`src/rtl/core_pkg.sv`:
```
`default_nettype none
// ============================================================================
// Module      : core_pkg
// Description : Shared result-source codes, load funct3 encodings and the
//               write/LSU FSM state type.
// Revision    : 1.0  initial release
// ============================================================================
package core_pkg;

    localparam logic [1:0] RESULT_SRC_ALU    = 2'b00;
    localparam logic [1:0] RESULT_SRC_MEMORY = 2'b01;
    localparam logic [1:0] RESULT_SRC_PC_P4  = 2'b10;

    typedef enum logic [2:0] {
        LOAD_LB  = 3'b000,
        LOAD_LH  = 3'b001,
        LOAD_LW  = 3'b010,
        LOAD_LD  = 3'b011,
        LOAD_LBU = 3'b100,
        LOAD_LHU = 3'b101,
        LOAD_LWU = 3'b110
    } load_funct3_e;

    typedef logic [1:0] lsu_state_t;

    localparam lsu_state_t ST_IDLE = 2'd0;
    localparam lsu_state_t ST_RD0  = 2'd1;
    localparam lsu_state_t ST_RD1  = 2'd2;
    localparam lsu_state_t ST_RESP = 2'd3;

    // Access size in bytes; the low two funct3 bits encode log2(size).
    function automatic logic [3:0] load_size_bytes(input logic [2:0] funct3);
        case (funct3[1:0])
            2'b00:   return 4'd1;
            2'b01:   return 4'd2;
            2'b10:   return 4'd4;
            default: return 4'd8;
        endcase
    endfunction

    function automatic logic load_legal(input logic [2:0] funct3, input logic is64);
        case (funct3)
            LOAD_LB, LOAD_LH, LOAD_LW, LOAD_LBU, LOAD_LHU: return 1'b1;
            LOAD_LD, LOAD_LWU:                             return is64;
            default:                                       return 1'b0;
        endcase
    endfunction

endpackage
`default_nettype wire

```
`src/rtl/core_load_extract.sv`:
```
`default_nettype none
// ============================================================================
// Module      : core_load_extract
// Description : Combinational merge of two bus words, byte alignment and
//               sign/zero extension of the loaded value.
// Revision    : 1.0  initial release
// ============================================================================
module core_load_extract
    import core_pkg::*;
#(
    parameter  int XLEN   = 32,
    localparam int OFFS_W = $clog2(XLEN / 8)
) (
    input  logic [XLEN-1:0]   i_hi,
    input  logic [XLEN-1:0]   i_lo,
    input  logic [OFFS_W-1:0] i_offset,
    input  logic [2:0]        i_funct3,
    output logic [XLEN-1:0]   o_data,
    output logic              o_illegal
);

    localparam logic c_is64 = (XLEN == 64);

    logic [2*XLEN-1:0] w_merged;
    logic [XLEN-1:0]   w_raw;

    assign w_merged = {i_hi, i_lo} >> {i_offset, 3'b000};
    assign w_raw    = w_merged[XLEN-1:0];

    // Keep the low 'bits' bits of v and extend them back to XLEN.
    function automatic logic [XLEN-1:0] extend(input logic [XLEN-1:0] v,
                                               input int bits,
                                               input logic sgn);
        logic        [XLEN-1:0] sh;
        logic signed [XLEN-1:0] s;
        sh = v << (XLEN - bits);
        s  = $signed(sh) >>> (XLEN - bits);
        return sgn ? s : (sh >> (XLEN - bits));
    endfunction

    always_comb begin
        o_data    = '0;
        o_illegal = 1'b0;
        case (i_funct3)
            LOAD_LB:  o_data = extend(w_raw, 8, 1'b1);
            LOAD_LH:  o_data = extend(w_raw, 16, 1'b1);
            LOAD_LW:  o_data = extend(w_raw, 32, 1'b1);
            LOAD_LBU: o_data = extend(w_raw, 8, 1'b0);
            LOAD_LHU: o_data = extend(w_raw, 16, 1'b0);
            LOAD_LD: begin
                if (c_is64) o_data = w_raw;
                else        o_illegal = 1'b1;
            end
            LOAD_LWU: begin
                if (c_is64) o_data = extend(w_raw, 32, 1'b0);
                else        o_illegal = 1'b1;
            end
            default:  o_illegal = 1'b1;
        endcase
    end

endmodule
`default_nettype wire

```
`src/rtl/core_write_lsu.sv`:
```
`default_nettype none
// ============================================================================
// Module      : core_write_lsu
// Description : Registered write-back stage with its own aligned load port;
//               splits word-crossing loads into two bus reads.
// Revision    : 1.0  initial release
// ============================================================================
module core_write_lsu
    import core_pkg::*;
#(
    parameter  int XLEN        = 32,
    parameter  bit MISALIGN_EN = 1'b1,
    localparam int OFFS_W      = $clog2(XLEN / 8)
) (
    input  logic                     i_clk,
    input  logic                     i_reset,
    input  logic                     i_valid,
    output logic                     o_ready,
    input  logic [XLEN-1:0]          i_alu_result,
    input  logic [XLEN-3:0]          i_pc_p4,
    input  logic [2:0]               i_funct3,
    input  logic [1:0]               i_res_src,
    input  logic [4:0]               i_rd,
    output logic                     o_bus_req,
    output logic [XLEN-OFFS_W-1:0]   o_bus_addr,
    input  logic                     i_bus_ack,
    input  logic [XLEN-1:0]          i_bus_rdata,
    input  logic                     i_bus_err,
    output logic                     o_wb_valid,
    output logic [4:0]               o_wb_rd,
    output logic [XLEN-1:0]          o_wb_data,
    output logic                     o_load_fault
);

    localparam int   c_word_w = XLEN - OFFS_W;
    localparam logic c_is64   = (XLEN == 64);
    localparam int   c_bytes  = XLEN / 8;

    lsu_state_t            r_state;
    logic [4:0]            r_rd;
    logic [2:0]            r_funct3;
    logic [OFFS_W-1:0]     r_offset;
    logic [c_word_w-1:0]   r_word;
    logic                  r_cross;
    logic [XLEN-1:0]       r_lo;
    logic [XLEN-1:0]       r_wb_data;
    logic                  r_fault;

    logic                  w_accept;
    logic                  w_is_load;
    logic [4:0]            w_end;
    logic                  w_cross;
    logic                  w_fault_at_accept;
    logic [XLEN-1:0]       w_nonload_data;
    logic [XLEN-1:0]       w_ext_lo;
    logic [XLEN-1:0]       w_ext_data;
    logic                  w_ext_illegal;

    // RESP doubles as an idle state so a new request can overlap the write-back pulse.
    assign o_ready   = (r_state == ST_IDLE) || (r_state == ST_RESP);
    assign w_accept  = i_valid && o_ready;
    assign w_is_load = (i_res_src == RESULT_SRC_MEMORY);

    assign w_end   = 5'(i_alu_result[OFFS_W-1:0]) + 5'(load_size_bytes(i_funct3));
    assign w_cross = (w_end > 5'(c_bytes));
    assign w_fault_at_accept = !load_legal(i_funct3, c_is64) || (w_cross && !MISALIGN_EN);

    always_comb begin
        w_nonload_data = '0;
        case (i_res_src)
            RESULT_SRC_ALU:   w_nonload_data = i_alu_result;
            RESULT_SRC_PC_P4: w_nonload_data = {i_pc_p4, 2'b00};
            default:          w_nonload_data = '0;
        endcase
    end

    // In RD1 the live bus word is the upper half; the first word was parked in r_lo.
    assign w_ext_lo = (r_state == ST_RD1) ? r_lo : i_bus_rdata;

    core_load_extract #(
        .XLEN (XLEN)
    ) u_extract (
        .i_hi      (i_bus_rdata),
        .i_lo      (w_ext_lo),
        .i_offset  (r_offset),
        .i_funct3  (r_funct3),
        .o_data    (w_ext_data),
        .o_illegal (w_ext_illegal)
    );

    always_ff @(posedge i_clk) begin
        if (i_reset) begin
            r_state   <= ST_IDLE;
            r_rd      <= '0;
            r_funct3  <= '0;
            r_offset  <= '0;
            r_word    <= '0;
            r_cross   <= 1'b0;
            r_lo      <= '0;
            r_wb_data <= '0;
            r_fault   <= 1'b0;
        end else begin
            case (r_state)
                ST_IDLE, ST_RESP: begin
                    if (w_accept) begin
                        r_rd     <= i_rd;
                        r_funct3 <= i_funct3;
                        r_offset <= i_alu_result[OFFS_W-1:0];
                        r_word   <= i_alu_result[XLEN-1:OFFS_W];
                        r_cross  <= w_cross;
                        if (!w_is_load) begin
                            r_wb_data <= w_nonload_data;
                            r_fault   <= 1'b0;
                            r_state   <= ST_RESP;
                        end else if (w_fault_at_accept) begin
                            r_wb_data <= '0;
                            r_fault   <= 1'b1;
                            r_state   <= ST_RESP;
                        end else begin
                            r_state <= ST_RD0;
                        end
                    end else begin
                        r_state <= ST_IDLE;
                    end
                end
                ST_RD0: begin
                    if (i_bus_ack) begin
                        r_lo <= i_bus_rdata;
                        if (i_bus_err) begin
                            r_wb_data <= '0;
                            r_fault   <= 1'b1;
                            r_state   <= ST_RESP;
                        end else if (r_cross) begin
                            r_state <= ST_RD1;
                        end else begin
                            r_wb_data <= w_ext_data;
                            r_fault   <= w_ext_illegal;
                            r_state   <= ST_RESP;
                        end
                    end
                end
                ST_RD1: begin
                    if (i_bus_ack) begin
                        r_wb_data <= i_bus_err ? '0 : w_ext_data;
                        r_fault   <= i_bus_err | w_ext_illegal;
                        r_state   <= ST_RESP;
                    end
                end
                default: r_state <= ST_IDLE;
            endcase
        end
    end

    assign o_bus_req    = (r_state == ST_RD0) || (r_state == ST_RD1);
    assign o_bus_addr   = (r_state == ST_RD1) ? (r_word + c_word_w'(1)) : r_word;
    assign o_wb_valid   = (r_state == ST_RESP);
    assign o_wb_rd      = r_rd;
    assign o_wb_data    = r_wb_data;
    assign o_load_fault = r_fault;

endmodule
`default_nettype wire
```
`config.mk`:
```
export PLATFORM = sky130hd
export DESIGN_NAME = core_write_lsu
export DESIGN_NICKNAME = d
export VERILOG_FILES = /design/src/rtl/core_pkg.sv /design/src/rtl/core_load_extract.sv /design/src/rtl/core_write_lsu.sv
export SDC_FILE = /design/constraint.sdc
export NUM_CORES = 1
export LEC_CHECK = 0
export BUFFER_PORTS_ARGS = -buffer_cell sky130_fd_sc_hd__buf_2
export CAP_MARGIN = 20
export CORE_AREA = 2 2 149 151
export DETAILED_ROUTE_END_ITERATION = 6
export DIE_AREA = 0 0 151 153
export GPL_ROUTABILITY_DRIVEN = 0
export GPL_TIMING_DRIVEN = 0
export PLACE_DENSITY_LB_ADDON = 0.08
export SYNTH_ARGS = -nofsm -noshare
export SYNTH_HDL_FRONTEND = slang
export SYNTH_SLANG_ARGS = --single-unit
```
`constraint.sdc`:
```
create_clock -name i_clk -period 5.16 [get_ports i_clk]
set_input_delay 0.258 -clock i_clk [delete_from_list [all_inputs] [get_ports i_clk]]
set_output_delay 0.258 -clock i_clk [all_outputs]
set_load 0.01 [all_outputs]
```
# After elaboration in Yosys (flattened, before gate mapping)
# Index checks and enable logic that the tools add are counted.
totals:
  regBits: 108
  latchBits: 0
  ramBits: 0
  romBits: 0
  input_bits: 109
  output_inout_bits: 71
  word_cells: 81
  n_memories: 0
classes:
  add_sub_neg: 2
  mul: 0
  div: 0
  n_lt_le_gt_ge: 1
  n_eq_ne: 20
  shift: 1
  muxes: 32
  bitwise_logic: 1
  n_reduce_logical: 15
op_table:
  columns: ["operator", "count"]
  rows:
  - ["2-to-1 mux 32 bit", 9]
  - ["case mux 32 bit (5 select lines)", 1]
  - ["case mux 32 bit (3 select lines)", 1]
  - ["case mux 32 bit (2 select lines)", 1]
  - [">> shifter 64 x 5 -> 32 bit", 1]
  - ["adder 30 x 1 -> 30 bit (second input constant)", 1]
  - ["2-to-1 mux 30 bit", 1]
  - ["equality test 3 bit (second input constant)", 4]
  - ["case mux 4 bit (3 select lines)", 1]
  - ["2-to-1 mux 1 bit", 11]
  - ["2-to-1 mux 2 bit", 5]
  - ["OR reduction 5 bit", 2]
  - ["equality test 2 bit (second input constant)", 4]
  - ["equality test 2 x 1 -> 1 bit (second input constant)", 3]
  - ["equality test 3 x 1 -> 1 bit (second input constant)", 2]
  - ["equality test 3 x 2 -> 1 bit (second input constant)", 2]
  - ["logical NOT 2 bit", 3]
  - ["logical NOT 3 bit", 2]
  - ["!= test 2 bit (second input constant)", 3]
  - ["!= test 3 bit (second input constant)", 2]
  - ["case mux 2 bit (3 select lines)", 1]
  - ["AND reduction 2 bit", 3]
  - ["adder 2 x 4 -> 5 bit", 1]
  - ["greater-than comparator 5 x 3 -> 1 bit (second input constant)", 1]
  - ["6 further kinds", 7]

# Longest topological paths before layout
logic_depth:
  word_depth: 8
  ltp_mapped: 10
  depth_no_buf: 9

# By module
# Synthesis repeated with hierarchy kept, for this count alone.
hier_totals:
  hier_cells: 813
  area_unflattened_um2: 6735.2
by_module_without_submodules:
  columns: ["module", "instances", "cells_per_inst", "area_each_um2", "seq_area_each_um2"]
  rows:
  - ["core_write_lsu", 1, 698, 5512.8, 2162.1]
  - ["core_load_extract", 1, 115, 1222.4, 0.0]

# Least setup slack after synthesis
# Ideal clock, no wire load.
synth_timing:
  path_kind: "flip-flop to flip-flop"
  from: "reg r_state[0]"
  to: "reg r_wb_data[13], in the netlist o_wb_data[13]"
  setup_time_ps: 128
  arrival_time_ps: 2125
  t_required_ps: 5032
  setup_slack_ps: 2907
  stages_incl_launch_ff: 11
  path_buffers: 3
  period_less_slack_ps: 2253
  path_cell_list: "dfxtp_1 -> inv_1 -> ha_1 -> buf_2 -> and3b_1 -> a2111oi_2 -> buf_4 -> buf_6 -> o21ai_1 -> o32ai_1 -> nor2_1"
synth_via:
  word_cells_on_any_way: 22
  cone_classes: "eq/ne: 8; shift: 1; mux: 8; reduce/logical: 5"
synth_lines:
  columns: ["item", "line_no", "rtl"]
  rows:
  - ["from (decl)", "core_write_lsu.sv:39", "lsu_state_t r_state;"]
  - ["from (signal assigned)", "core_write_lsu.sv:93", "r_state <= ST_IDLE;"]
  - ["from (signal assigned)", "core_write_lsu.sv:114", "r_state <= ST_RESP;"]
  - ["from (signal assigned)", "core_write_lsu.sv:118", "r_state <= ST_RESP;"]
  - ["equality test 2 bit or logical NOT 2 bit (tied branches)", "core_write_lsu.sv:60", "assign o_ready = (r_state == ST_IDLE) || (r_state == ST_RESP);"]
  - ["logical OR 1 bit *", "core_write_lsu.sv:60", null]
  - ["named net o_ready", "core_write_lsu.sv:18", "output logic o_ready,"]
  - ["logical AND 1 bit *", "core_write_lsu.sv:61", "assign w_accept = i_valid && o_ready;"]
  - ["!= test 2 bit (no line) *", null, null]
  - ["AND reduction 5 bit (no line) *", null, null]
  - ["to (signal assigned)", "core_write_lsu.sv:112", "r_wb_data <= w_nonload_data;"]
  - ["to (signal assigned)", "core_write_lsu.sv:136", "r_wb_data <= w_ext_data;"]
  - ["to (signal assigned)", "core_write_lsu.sv:144", "r_wb_data <= i_bus_err ? '0 : w_ext_data;"]
  - ["to (decl)", "core_write_lsu.sv:46", "logic [XLEN-1:0] r_wb_data;"]
# Mark *: on every way through the listed nets, which the timed path passes. The rest lies on a longest branch. The select of a mux whose other input is x is not followed.
# A chain may end at the register's enable or synchronous reset.

# Final worst setup path
layout_timing:
  from: "reg r_state[0]"
  to: "out o_bus_addr[29]"
layout_via:
  elab_chain_cells: 2
layout_rtl:
  columns: ["item", "line_no", "rtl"]
  rows:
  - ["equality test 2 bit", "core_write_lsu.sv:155", "assign o_bus_addr = (r_state == ST_RD1) ? (r_word + c_word_w'(1)) : r_word;"]
  - ["2-to-1 mux 30 bit", "core_write_lsu.sv:155", null]
  - ["to (decl)", "core_write_lsu.sv:25", "output logic [XLEN-OFFS_W-1:0] o_bus_addr,"]
# Every way passes these cells.

==> run metrics <==
initial antenna violation count 0; CP Data Arrival Time about 2.8 ns; most frequent cells after synthesis nand2_1 (164), dfxtp_1 (108), a21oi_1 (101); Layout area overhead 23.5%; # nets final roughly 1100; syn avg cell area between 8 and 9 um2; Final Cell Area 8080 um2; most common cell in the synthesized netlist nand2_1; synthesized flop and latch total roughly 110; Starting DRT DRC Count between 400 and 500; WL per Instance 19.2 um; Fill cells between 2000 and 2500; Rel. slew slack 0.284; Post-synth EDFFs 0; Num CTS Buffers 9; clk_skew about 0.0094 ns; setup_tns 0 ns; largest net degree at the start of global routing 19; Pleak 0.00339 uW; Final ANT Viol Nets 0; Req. time, crit path about 4.9 ns; via count around 6400; gr usage total 0.208; Slew Limit Fails 0; layout cells sized above 1 0.262; starting density of the core 0.304; DP HPWL between 15 and 20 mm; DR DRC count 0; Resized cells post-CTS 0; slowest CP cell dfxtp_1; ys flop type dfxtp_1; row count 54; number of H-tree levels 3; register area share after synthesis 0.331; post-synth top area cell dfxtp_1; Clk pin slew, worst setup/hold paths 0.08 ns; Worst setup SP type register; number of global-route vias before repair 6121; port bufs about 180; routed wire length ~24 mm; Fmax roughly 330 MHz; Synth top area share 0.331; Placement Cell Area slightly below 8000 um2; Setup WS pre-CTS approximately 2.4 ns; dpl cells between 1000 and 1500; Final Hold Viols 0; Clock Latency Late Sink 0.36 ns; Max Cap Viol 0; grt total ovfl 0; Yosys warnings 0; CTS tree built; Mapped Cells approximately 800; RSZ-0062 raised after global routing false; Final setup viols 0; DRT Pass-1 Iters 5; VDD IR max around 0.19 mV; area of the die around 23000 um2; fin crit share 0.588; Yosys cell types 49; Max Root-Sink Buffers 2; first-pass GRT wire length roughly 37 mm; vias per cell ~5.1; io pins between 150 and 200; number of buffers inserted by hold repair at cts 0; crit path kind register to output port; Final WS setup approximately 2.1 ns; worst-path fanout max 10; Multi-input gate area between 3000 and 4000 um2; Pwr Density a little under 500 nW/um2; Post-Syn Area around 6500 um2; Setup Fix Bufs, Post-CTS 0; post-layout minimum cycle time approximately 3.0 ns; Post-Syn Nets a little over 900; Core Footprint ~21000 um2; Register Area between 2000 and 2500 um2; final std cells w/o fill 1261; ANT cells 0; Clock Sink Count 108; worst min path class primary input to register; run status complete, no violations; crit path cell chain inv_1, ha_1, buf_6, buf_12, buf_12, nand3_2, nor4_4, nand3_2, nor3_1, xor2_1, buf_2; Chip Width between 150 and 200 um; Tightest Pin Transition 1.07 ns; Worst setup EP type output port; chip height ~150 um; Area contributors post-synth dfxtp_1 (33%), mux2i_1 (10%), nand2_1 (9.4%); CTS Root Cell clkbuf_16; FFs w/ async S/R, synth 0; slowest stage delay, CP approximately 0.35 ns
## cell type report
cell class / instances / area share
multi-input combinational: 584 / 0.487
sequential: 108 / 0.268
timing repair buffer: 177 / 0.110
tap: 280 / 0.0434
buffer: 60 / 0.0381
clock buffer: 9 / 0.0279
inverter: 36 / 0.0167
clock inverter: 7 / 0.00930
## layer usage
layer | global-route usage | part of all wire | vias up
li1 | - | - | 3163
met1 | 0.291 | 0.46 | 2997
met2 | 0.339 | 0.46 | 200
met3 | 0.0284 | 0.060 | 22
met4 | 0.0507 | 0.016 | 0
met5 | 0 | 0 | -
## critical path: cells and delay by family (launching register included)
family	cells	cell delay, ns
xor gates and xnor gates	1	0.17
adders and majority gates	1	0.20
buffers and inverters	5	0.76
DFF	1	0.35
and+or+nand+nor	4	0.91
## report_power, final
group          total, uW  switching [uW]  internal [uW]
clock network        730             349            381
registers           1230             172           1060
logic               2010            1220            791
## registers in the layout, indices dropped and copies added (netlist names)
signal and count:
o_wb_data 32, r_word 30, r_cross 1, o_load_fault 1
r_funct3 3, o_wb_rd 5, r_offset 2, r_state 2
r_lo 32
## stage by stage
stage,util,total power (uW),hold WS (ns)
final,0.376,3970,0.131
after global routing,0.376,4250,0.143
after CTS,0.376,4000,0.123
after detailed placement,0.362,3260,0.448
after global placement,0.362,3270,0.443
after floorplan,-,2520,0.394
## final timing paths
path         cells after the start                         end  slack, ns                     from
max                             11              o_bus_addr[29]       2.13  r_state[0]$_SDFFE_PP0P_
min                              3     o_wb_rd[3]$_SDFFE_PP0P_       0.13                  i_rd[3]
max reg2reg                      8  o_wb_data[14]$_SDFFE_PP0P_       2.45  r_state[0]$_SDFFE_PP0P_
min reg2reg                      2       r_lo[31]$_SDFFE_PP0P_       0.45    r_lo[31]$_SDFFE_PP0P_
## kinds of logic after synthesis
| kind of cell | count (synthesis) | synth area share |
|---|---|---|
| adder cells (fa/ha/maj) | 8 | 0.0165 |
| flip-flops | 108 | 0.331 |
| AO/OA/AOI/OAI | 199 | 0.182 |
| AND/OR/NAND/NOR | 254 | 0.175 |
| XOR/XNOR | 29 | 0.0388 |
| multiplexers | 94 | 0.189 |
| buffers and inverters | 96 | 0.0677 |
## cells in the final DEF (no fill, tap or decap), drive strengths merged, types with 6 or more instances in the layout
master    n
a21oi   101
a31oi     8
buf     199
clkbuf   47
dfxtp   108
ha        7
inv      38
mux2i    66
mux4     23
nand2   165
nand3    11
nand4    10
nor2     35
nor2b     9
nor3      6
o211ai   15
o21ai    36
o221ai   21
o32ai     7
xnor2    16
xor2     13
Power figures use the tool's default switching activity.
